### config.mk
export PLATFORM = sky130hd
export DESIGN_NAME = alu_op_sequencer_flat
export DESIGN_NICKNAME = d
export VERILOG_FILES = /design/src/rtl/alu_op_sequencer_if.sv /design/src/rtl/alu_op_sequencer.sv /design/src/flat_wrapper.sv
export SDC_FILE = /design/constraint.sdc
export NUM_CORES = 1
export LEC_CHECK = 0
export ABC_AREA = 0
export CAP_MARGIN = 20
export CORE_MARGIN = 2
export CORE_UTILIZATION = 47
export DETAILED_ROUTE_END_ITERATION = 10
export PLACE_DENSITY = 0.75
export SYNTH_ARGS = -nofsm -noshare
export SYNTH_HDL_FRONTEND = slang
export SYNTH_SLANG_ARGS = --single-unit
### constraint.sdc
create_clock -name i_clk -period 2.4 [get_ports i_clk]
set_clock_uncertainty 0.2 [all_clocks]
set_input_delay 0.48 -clock i_clk [delete_from_list [all_inputs] [get_ports i_clk]]
set_output_delay 0.48 -clock i_clk [all_outputs]
set_load 0.01 [all_outputs]
### src/rtl/alu_op_sequencer_if.sv
// Bundles the request, ALU drive/result and downstream result handshakes of alu_op_sequencer.
interface alu_op_sequencer_if #(
   parameter int WIDTH   = 8,
   parameter int C_WIDTH = 4
);
   logic                 s_valid;
   logic                 s_ready;
   logic [WIDTH-1:0]     s_opa;
   logic [WIDTH-1:0]     s_opb;
   logic                 s_cin;
   logic                 s_mode;
   logic [C_WIDTH-1:0]   s_cmd;
   logic [1:0]           s_inv;

   logic [WIDTH-1:0]     opa;
   logic [WIDTH-1:0]     opb;
   logic                 cin;
   logic                 mode;
   logic [C_WIDTH-1:0]   cmd;
   logic [1:0]           in_valid;
   logic                 ce;

   logic [WIDTH:0]       res;
   logic [2*WIDTH-1:0]   mul_res;
   logic                 cout;
   logic                 oflow;
   logic                 g;
   logic                 e;
   logic                 l;
   logic                 err;

   logic                 m_valid;
   logic                 m_ready;
   logic [WIDTH:0]       m_res;
   logic [2*WIDTH-1:0]   m_mul_res;
   logic [5:0]           m_flags;
   logic                 m_mul;
   logic                 busy;

   modport slave (
      input  s_valid, s_opa, s_opb, s_cin, s_mode, s_cmd, s_inv,
      input  res, mul_res, cout, oflow, g, e, l, err,
      input  m_ready,
      output s_ready,
      output opa, opb, cin, mode, cmd, in_valid, ce,
      output m_valid, m_res, m_mul_res, m_flags, m_mul, busy
   );

   modport master (
      output s_valid, s_opa, s_opb, s_cin, s_mode, s_cmd, s_inv,
      output res, mul_res, cout, oflow, g, e, l, err,
      output m_ready,
      input  s_ready,
      input  opa, opb, cin, mode, cmd, in_valid, ce,
      input  m_valid, m_res, m_mul_res, m_flags, m_mul, busy
   );
endinterface

### src/rtl/alu_op_sequencer.sv
// Queues ALU requests in a small FIFO and issues them one at a time to a fixed-latency ALU,
// holding the operands until the registered result can be handed downstream.
module alu_op_sequencer #(
   parameter int WIDTH   = 8,
   parameter int C_WIDTH = 4,
   parameter int DEPTH   = 4
) (
   input  logic                 i_clk,
   input  logic                 i_rst_n,
   alu_op_sequencer_if.slave    bus
);
   localparam int AW = (DEPTH > 1) ? $clog2(DEPTH) : 1;
   localparam int PW = 2*WIDTH + C_WIDTH + 4;
   localparam logic [AW:0] C_DEPTH = (AW+1)'(DEPTH);

   localparam logic [1:0] ST_IDLE = 2'd0;
   localparam logic [1:0] ST_WAIT = 2'd1;
   localparam logic [1:0] ST_HOLD = 2'd2;

   localparam logic [C_WIDTH-1:0] CMD_MUL_A = C_WIDTH'(9);
   localparam logic [C_WIDTH-1:0] CMD_MUL_B = C_WIDTH'(10);

   logic [PW-1:0]        r_mem [DEPTH];
   logic [AW-1:0]        r_wrPtr;
   logic [AW-1:0]        r_rdPtr;
   logic [AW:0]          r_count;

   logic [1:0]           r_state;
   logic [1:0]           r_latCnt;
   logic                 r_isMul;

   logic [WIDTH-1:0]     r_opa;
   logic [WIDTH-1:0]     r_opb;
   logic                 r_cin;
   logic                 r_mode;
   logic [C_WIDTH-1:0]   r_cmd;
   logic [1:0]           r_inValid;
   logic                 r_ce;

   logic                 r_mValid;
   logic [WIDTH:0]       r_mRes;
   logic [2*WIDTH-1:0]   r_mMulRes;
   logic [5:0]           r_mFlags;
   logic                 r_mMul;

   logic                 w_sReady;
   logic                 w_push;
   logic                 w_pop;
   logic                 w_done;
   logic                 w_capture;
   logic                 w_headIsMul;
   logic [WIDTH-1:0]     w_hOpa;
   logic [WIDTH-1:0]     w_hOpb;
   logic                 w_hCin;
   logic                 w_hMode;
   logic [C_WIDTH-1:0]   w_hCmd;
   logic [1:0]           w_hInv;

   assign w_sReady = (r_count < C_DEPTH);
   assign w_push   = bus.s_valid && w_sReady;
   assign w_pop    = (r_state == ST_IDLE) && (r_count != '0);

   assign {w_hOpa, w_hOpb, w_hCin, w_hMode, w_hCmd, w_hInv} = r_mem[r_rdPtr];
   assign w_headIsMul = w_hMode && ((w_hCmd == CMD_MUL_A) || (w_hCmd == CMD_MUL_B));

   // The result is due on the last WAIT edge; HOLD simply re-tries that edge until downstream frees up.
   assign w_done    = ((r_state == ST_WAIT) && (r_latCnt == 2'd1)) || (r_state == ST_HOLD);
   assign w_capture = w_done && (!r_mValid || bus.m_ready);

   always_ff @(posedge i_clk) begin
      if (w_push) begin
         r_mem[r_wrPtr] <= {bus.s_opa, bus.s_opb, bus.s_cin, bus.s_mode, bus.s_cmd, bus.s_inv};
      end
   end

   always_ff @(posedge i_clk or negedge i_rst_n) begin
      if (!i_rst_n) begin
         r_wrPtr <= '0;
         r_rdPtr <= '0;
         r_count <= '0;
      end else begin
         if (w_push) begin
            r_wrPtr <= r_wrPtr + 1'b1;
         end
         if (w_pop) begin
            r_rdPtr <= r_rdPtr + 1'b1;
         end
         case ({w_push, w_pop})
            2'b10:   r_count <= r_count + 1'b1;
            2'b01:   r_count <= r_count - 1'b1;
            default: r_count <= r_count;
         endcase
      end
   end

   always_ff @(posedge i_clk or negedge i_rst_n) begin
      if (!i_rst_n) begin
         r_state   <= ST_IDLE;
         r_latCnt  <= 2'd0;
         r_isMul   <= 1'b0;
         r_opa     <= '0;
         r_opb     <= '0;
         r_cin     <= 1'b0;
         r_mode    <= 1'b0;
         r_cmd     <= '0;
         r_inValid <= 2'b00;
         r_ce      <= 1'b0;
      end else begin
         case (r_state)
            ST_IDLE: begin
               if (w_pop) begin
                  r_opa     <= w_hOpa;
                  r_opb     <= w_hOpb;
                  r_cin     <= w_hCin;
                  r_mode    <= w_hMode;
                  r_cmd     <= w_hCmd;
                  r_inValid <= w_hInv;
                  r_ce      <= 1'b1;
                  r_isMul   <= w_headIsMul;
                  r_latCnt  <= w_headIsMul ? 2'd3 : 2'd2;
                  r_state   <= ST_WAIT;
               end
            end
            ST_WAIT: begin
               if (r_latCnt != 2'd1) begin
                  r_latCnt <= r_latCnt - 2'd1;
               end else begin
                  r_latCnt <= 2'd0;
                  if (w_capture) begin
                     r_ce    <= 1'b0;
                     r_state <= ST_IDLE;
                  end else begin
                     r_state <= ST_HOLD;
                  end
               end
            end
            ST_HOLD: begin
               if (w_capture) begin
                  r_ce    <= 1'b0;
                  r_state <= ST_IDLE;
               end
            end
            default: begin
               r_ce    <= 1'b0;
               r_state <= ST_IDLE;
            end
         endcase
      end
   end

   // A capture on the same edge as a downstream accept replaces the result, so M_VALID stays high.
   always_ff @(posedge i_clk or negedge i_rst_n) begin
      if (!i_rst_n) begin
         r_mValid  <= 1'b0;
         r_mRes    <= '0;
         r_mMulRes <= '0;
         r_mFlags  <= 6'd0;
         r_mMul    <= 1'b0;
      end else if (w_capture) begin
         r_mValid  <= 1'b1;
         r_mRes    <= bus.res;
         r_mMulRes <= bus.mul_res;
         r_mFlags  <= {bus.cout, bus.oflow, bus.g, bus.e, bus.l, bus.err};
         r_mMul    <= r_isMul;
      end else if (bus.m_ready) begin
         r_mValid  <= 1'b0;
      end
   end

   assign bus.s_ready   = w_sReady;
   assign bus.opa       = r_opa;
   assign bus.opb       = r_opb;
   assign bus.cin       = r_cin;
   assign bus.mode      = r_mode;
   assign bus.cmd       = r_cmd;
   assign bus.in_valid  = r_inValid;
   assign bus.ce        = r_ce;
   assign bus.m_valid   = r_mValid;
   assign bus.m_res     = r_mRes;
   assign bus.m_mul_res = r_mMulRes;
   assign bus.m_flags   = r_mFlags;
   assign bus.m_mul     = r_mMul;
   assign bus.busy      = (r_state != ST_IDLE) || (r_count != '0);

endmodule

### src/flat_wrapper.sv
// flat-port wrapper written by rule: the top's interface ports become plain ports
module alu_op_sequencer_flat 
#(
   parameter int WIDTH   = 8,
   parameter int C_WIDTH = 4,
   parameter int DEPTH   = 4
)
  (i_clk, i_rst_n, bus_s_valid, bus_s_opa, bus_s_opb, bus_s_cin, bus_s_mode, bus_s_cmd, bus_s_inv, bus_res, bus_mul_res, bus_cout, bus_oflow, bus_g, bus_e, bus_l, bus_err, bus_m_ready, bus_s_ready, bus_opa, bus_opb, bus_cin, bus_mode, bus_cmd, bus_in_valid, bus_ce, bus_m_valid, bus_m_res, bus_m_mul_res, bus_m_flags, bus_m_mul, bus_busy);
  alu_op_sequencer_if #(.WIDTH(WIDTH), .C_WIDTH(C_WIDTH)) bus_i ();
  input  logic i_clk;
  input  logic i_rst_n;
  input wire logic [$bits(bus_i.s_valid)-1:0] bus_s_valid;
  input wire logic [$bits(bus_i.s_opa)-1:0] bus_s_opa;
  input wire logic [$bits(bus_i.s_opb)-1:0] bus_s_opb;
  input wire logic [$bits(bus_i.s_cin)-1:0] bus_s_cin;
  input wire logic [$bits(bus_i.s_mode)-1:0] bus_s_mode;
  input wire logic [$bits(bus_i.s_cmd)-1:0] bus_s_cmd;
  input wire logic [$bits(bus_i.s_inv)-1:0] bus_s_inv;
  input wire logic [$bits(bus_i.res)-1:0] bus_res;
  input wire logic [$bits(bus_i.mul_res)-1:0] bus_mul_res;
  input wire logic [$bits(bus_i.cout)-1:0] bus_cout;
  input wire logic [$bits(bus_i.oflow)-1:0] bus_oflow;
  input wire logic [$bits(bus_i.g)-1:0] bus_g;
  input wire logic [$bits(bus_i.e)-1:0] bus_e;
  input wire logic [$bits(bus_i.l)-1:0] bus_l;
  input wire logic [$bits(bus_i.err)-1:0] bus_err;
  input wire logic [$bits(bus_i.m_ready)-1:0] bus_m_ready;
  output wire logic [$bits(bus_i.s_ready)-1:0] bus_s_ready;
  output wire logic [$bits(bus_i.opa)-1:0] bus_opa;
  output wire logic [$bits(bus_i.opb)-1:0] bus_opb;
  output wire logic [$bits(bus_i.cin)-1:0] bus_cin;
  output wire logic [$bits(bus_i.mode)-1:0] bus_mode;
  output wire logic [$bits(bus_i.cmd)-1:0] bus_cmd;
  output wire logic [$bits(bus_i.in_valid)-1:0] bus_in_valid;
  output wire logic [$bits(bus_i.ce)-1:0] bus_ce;
  output wire logic [$bits(bus_i.m_valid)-1:0] bus_m_valid;
  output wire logic [$bits(bus_i.m_res)-1:0] bus_m_res;
  output wire logic [$bits(bus_i.m_mul_res)-1:0] bus_m_mul_res;
  output wire logic [$bits(bus_i.m_flags)-1:0] bus_m_flags;
  output wire logic [$bits(bus_i.m_mul)-1:0] bus_m_mul;
  output wire logic [$bits(bus_i.busy)-1:0] bus_busy;
  assign bus_i.s_valid = bus_s_valid;
  assign bus_i.s_opa = bus_s_opa;
  assign bus_i.s_opb = bus_s_opb;
  assign bus_i.s_cin = bus_s_cin;
  assign bus_i.s_mode = bus_s_mode;
  assign bus_i.s_cmd = bus_s_cmd;
  assign bus_i.s_inv = bus_s_inv;
  assign bus_i.res = bus_res;
  assign bus_i.mul_res = bus_mul_res;
  assign bus_i.cout = bus_cout;
  assign bus_i.oflow = bus_oflow;
  assign bus_i.g = bus_g;
  assign bus_i.e = bus_e;
  assign bus_i.l = bus_l;
  assign bus_i.err = bus_err;
  assign bus_i.m_ready = bus_m_ready;
  assign bus_s_ready = bus_i.s_ready;
  assign bus_opa = bus_i.opa;
  assign bus_opb = bus_i.opb;
  assign bus_cin = bus_i.cin;
  assign bus_mode = bus_i.mode;
  assign bus_cmd = bus_i.cmd;
  assign bus_in_valid = bus_i.in_valid;
  assign bus_ce = bus_i.ce;
  assign bus_m_valid = bus_i.m_valid;
  assign bus_m_res = bus_i.m_res;
  assign bus_m_mul_res = bus_i.m_mul_res;
  assign bus_m_flags = bus_i.m_flags;
  assign bus_m_mul = bus_i.m_mul;
  assign bus_busy = bus_i.busy;
  alu_op_sequencer #(.WIDTH(WIDTH), .C_WIDTH(C_WIDTH), .DEPTH(DEPTH)) u_core (.i_clk(i_clk), .i_rst_n(i_rst_n), .bus(bus_i));
endmodule
==> results of run 1 <==
[cell usage after synthesis]
master and n:
xnor2_1 6, or4b_4 1, ha_1 9, dfrtp_1 70, edfxtp_1 96, mux4_2 22, fa_1 1, mux2_2 33
or4b_2 1, buf_6 1, buf_1 2, o211ai_2 1, nor2_1 3, mux4_1 2, nand2b_1 2, a32oi_1 1
nand3_1 2, buf_2 7, clkbuf_1 6, nand4b_1 1, inv_1 12, xor2_1 1, clkinv_1 1, a21oi_1 2
nor2b_1 2, nand3b_1 1, o21ai_0 4, mux2i_1 2, nand2_1 79, a22o_1 1, and2_1 4, o31ai_1 1
[tightest hold or removal path, cell delays in order (launching register included)]
cell and delay [ns]:
dfrtp_1 0.34, nand2_1 0.05, nand2_1 0.05
[state kept, by name, summed over array words and instances, names as in the netlist, 2 cells and up]
| name | cells |
|---|---|
| u_core.bus.opb | 8 |
| u_core.r_state | 2 |
| u_core.r_latCnt | 2 |
| u_core.bus.m_flags | 6 |
| u_core.bus.m_mul_res | 16 |
| u_core.r_mem | 96 |
| u_core.r_rdPtr | 2 |
| u_core.bus.m_res | 9 |
| u_core.bus.opa | 8 |
| u_core.r_count | 3 |
| u_core.bus.cmd | 4 |
| u_core.bus.in_valid | 2 |
| u_core.r_wrPtr | 2 |
[cell type report]
class                   count  area share [%]
clock buffers              23            5.58
inverters                  13           0.570
well taps                 176            2.57
multi-input cells         182            19.0
repair buffers            141            16.4
flip-flops and latches    166            54.1
clock inverters             9            1.72
[kinds of logic (layout without fill, tap and decap cells)]
logic type,after synthesis,after routing
DFF,166,166
AOI/OAI and AO/OA,10,10
muxes,59,59
adders and majority gates,10,10
xor gates and xnor gates,7,7
and+or+nand+nor,96,96
buffers and inverters,29,186
[through the flow]
stage | TNS [ns] | instance area [um2] | power (mW) | util, % | hold WS [ns]
floorplan | 0 | 6370 | 6.55 | - | -0.0156
global placement | -0.00213 | 7920 | 8.31 | 59.8 | 0.260
detailed placement | -0.0214 | 7920 | 8.47 | 59.8 | 0.261
CTS | 0 | 8560 | 11.4 | 64.6 | 0.280
global route | 0 | 8560 | 11.9 | 64.7 | 0.305
finish | 0 | 8560 | 11.2 | 64.7 | 0.277
[where the power goes]
group | total [mW] | internal [mW] | switching (mW) | leakage (nW)
sequential | 4.28 | 3.89 | 0.388 | 1.71
clock | 2.82 | 1.82 | 1.00 | 0.309
combinational | 4.11 | 2.22 | 1.89 | 1.33
total | 11.2 | 7.93 | 3.28 | 3.35
[worst max path at each step]
stage | from | to | slack [ns] | cells past startpoint
2_1_floorplan | u_core.r_state[1] | u_core.r_count[2] | 0.01 | 11
3_3_place_gp | u_core.r_state[1] | bus_busy | -0.002 | 4
3_5_place_dp | u_core.r_state[1] | bus_busy | -0.02 | 4
4_1_cts | u_core.r_state[1] | bus_busy | 0.05 | 4
5_1_grt | u_core.r_state[1] | bus_busy | 0.005 | 4
6_report | u_core.r_state[0] | bus_busy | 0.08 | 4
[what timing repair did]
action,in CTS,in global routing
hold endpoints to repair,38,0
endpoints found under the setup margin,1,1
hold buffers,1,0
pin swaps,0,0
setup buffers,0,1
gates resized for setup,6,1
[per-layer routing]
metal  track usage, %  share of wire, %  vias up  routed length (um)
li1                 -                 -     1652                   -
met1             23.6                43     1778                5290
met2             29.3                48      144                5910
met3             6.13               7.3       15                 896
met4             6.47               1.3        0                 155
met5                0                 0        -                   0
==> results.py, run 1 <==
metrics = {
    "status": {
        "run_status": "complete, no violations",
    },
    "power": {
        "power.density_nw_per_um2": 1310,
        "leakagePower_nw": 3.35,
        "vdd_ir_drop_max_uv": 679,
    },
    "setup_path": {
        "timing.rr.start": "u_core.r_state[0]",
        "worstPathMaxFanout": 2,
        "timing.critical_path.from_type": "register",
        "critical-path-max-stage-delay_ns": 0.47,
        "timing.critical_path.to_type": "output port",
        "reg2regPathDepth": 9,
        "crit_path_cell_trace": "inv_1 > ha_1 > or4b_4 > buf_6",
        "timing.critical_path.buf_inv": 2,
        "r2r_slack_ns": 0.17,
        "critPathRequiredTime_ns": 1.72,
        "critical-path-slowest-cell": "or4b_4",
        "r2r-end": "u_core.r_count[1]",
        "timing.critical_path.max_delay_family": "simple AND/OR/NAND/NOR gates",
        "timing.critical_path.arrival_ns": 1.64,
        "critPathKind": "reg -> out",
    },
    "synthesis": {
        "synth_fp_nets": 446,
        "synth.cell_area_um2": 6370,
        "synth_compound_gate_area_share_pct": 1.06,
        "seq_area_frac_synth_pct": 72.8,
        "post_synth_main_area_contributors": "edfxtp_1 (45%), dfrtp_1 (28%), mux4_2 (7.8%)",
        "synth-xor-area-share_pct": 0.963,
        "synth_top_family_by_area": "multiplexers",
        "ys.warnings.count": 0,
        "synth-simple-area-share_pct": 6.40,
        "synth_largest_type_area_fraction_pct": 45.3,
        "post_synth_fa_ha_maj_area_fraction_pct": 2.08,
        "syn_inst": 377,
        "post-synth-top-area-cell": "edfxtp_1",
        "yosys.cell_types.count": 32,
        "ys_ff_latch": 166,
        "avgSynthCellArea_um2": 16.9,
        "synth.mux.area_fraction_pct": 14.8,
    },
    "clock_tree": {
        "ctsHtreeMaxLevel": 4,
        "clk_root_buffer_cell": "clkbuf_16",
        "clock_latency_ns": 0.42,
        "tritoncts": "built",
        "cts.sinks": 166,
        "cts_buffers": 17,
        "clockBufferDepth": 2,
        "path_clk_slew_ns": 0.06,
    },
    "cells_and_area": {
        "layout.cells.most_common_list": "clkdlybuf4s50_1 (116), edfxtp_1 (96), nand2_1 (79)",
        "multi_input_logic_area_um2": 1630,
        "synthToLayoutAreaGrowth_pct": 34.5,
        "layout_commonest_cell": "clkdlybuf4s50_1",
        "nets": 590,
        "fillers": 952,
        "antennaDiodeCount": 0,
        "ff_latch_area_um2": 4640,
        "drive_gt1_share_pct": 21.3,
        "layout.cells.non_filler": 710,
    },
    "placement": {
        "port_buffers": 118,
        "dp.cells": 676,
        "detailed_place_hpwl_um": 7850,
        "placement.setup.worst_slack_ns": -0.0214,
        "gp_congestion": 0.739,
    },
    "global_route": {
        "antenna_found_initial": 0,
        "first_pass_grt_wire_length_um": 19800,
        "gr-total-overflow": 0,
        "grt_max_degree": 40,
        "first_global_vias": 3830,
        "grtUsageTotal_pct": 18.3,
    },
    "die": {
        "dieWidth_um": 120,
        "top_level_ports": 119,
        "floorplan.initialDensity_pct": 48.1,
        "core_area_um2": 13200,
        "die_h_um": 120,
        "rows": 42,
        "fp.dieArea_um2": 14500,
    },
    "route": {
        "drc_errors": 0,
        "route.detailed.wl_per_inst_um": 17.3,
        "routed_wirelength_um": 12200,
        "route.detailed.vias_per_inst": 5.05,
        "drt.antenna.violating_nets": 0,
        "total_iterations_of_the_first_detailed_routing_run": 4,
        "route.vias.total": 3589,
        "first_iter_violations": 174,
    },
    "sta": {
        "final_min_period_over_clock_period_pct": 96.5,
        "hold_viol_final": 0,
        "final_max_slew_viol_count": 0,
        "worst_max_slew_pin_slew_ns": 0.545,
        "setup_ws_ns": 0.0830,
        "max_slew_margin_pct": 63.7,
        "post-route-min-period_ns": 2.32,
        "fmax_mhz": 432,
        "final_number_of_setup_violating_endpoints": 0,
        "rsz0062_at_grt": "false",
    },
    "hold_path": {
        "whs_endpoint": "u_core.r_isMul",
        "holdPathStages": 2,
        "hp-class": "reg -> reg",
        "holdCritStartpoint": "u_core.r_isMul",
    },
    "job": {
        "cap_viol_max_count": 0,
    },
}
(Power assumes the default switching activity.)
==> inputs of run 2 (changes only) <==
- GPL_ROUTABILITY_DRIVEN: default -> 1
==> results of run 2 <==
Same layout as run 1: the final DEF is identical, and so are final timing and power.
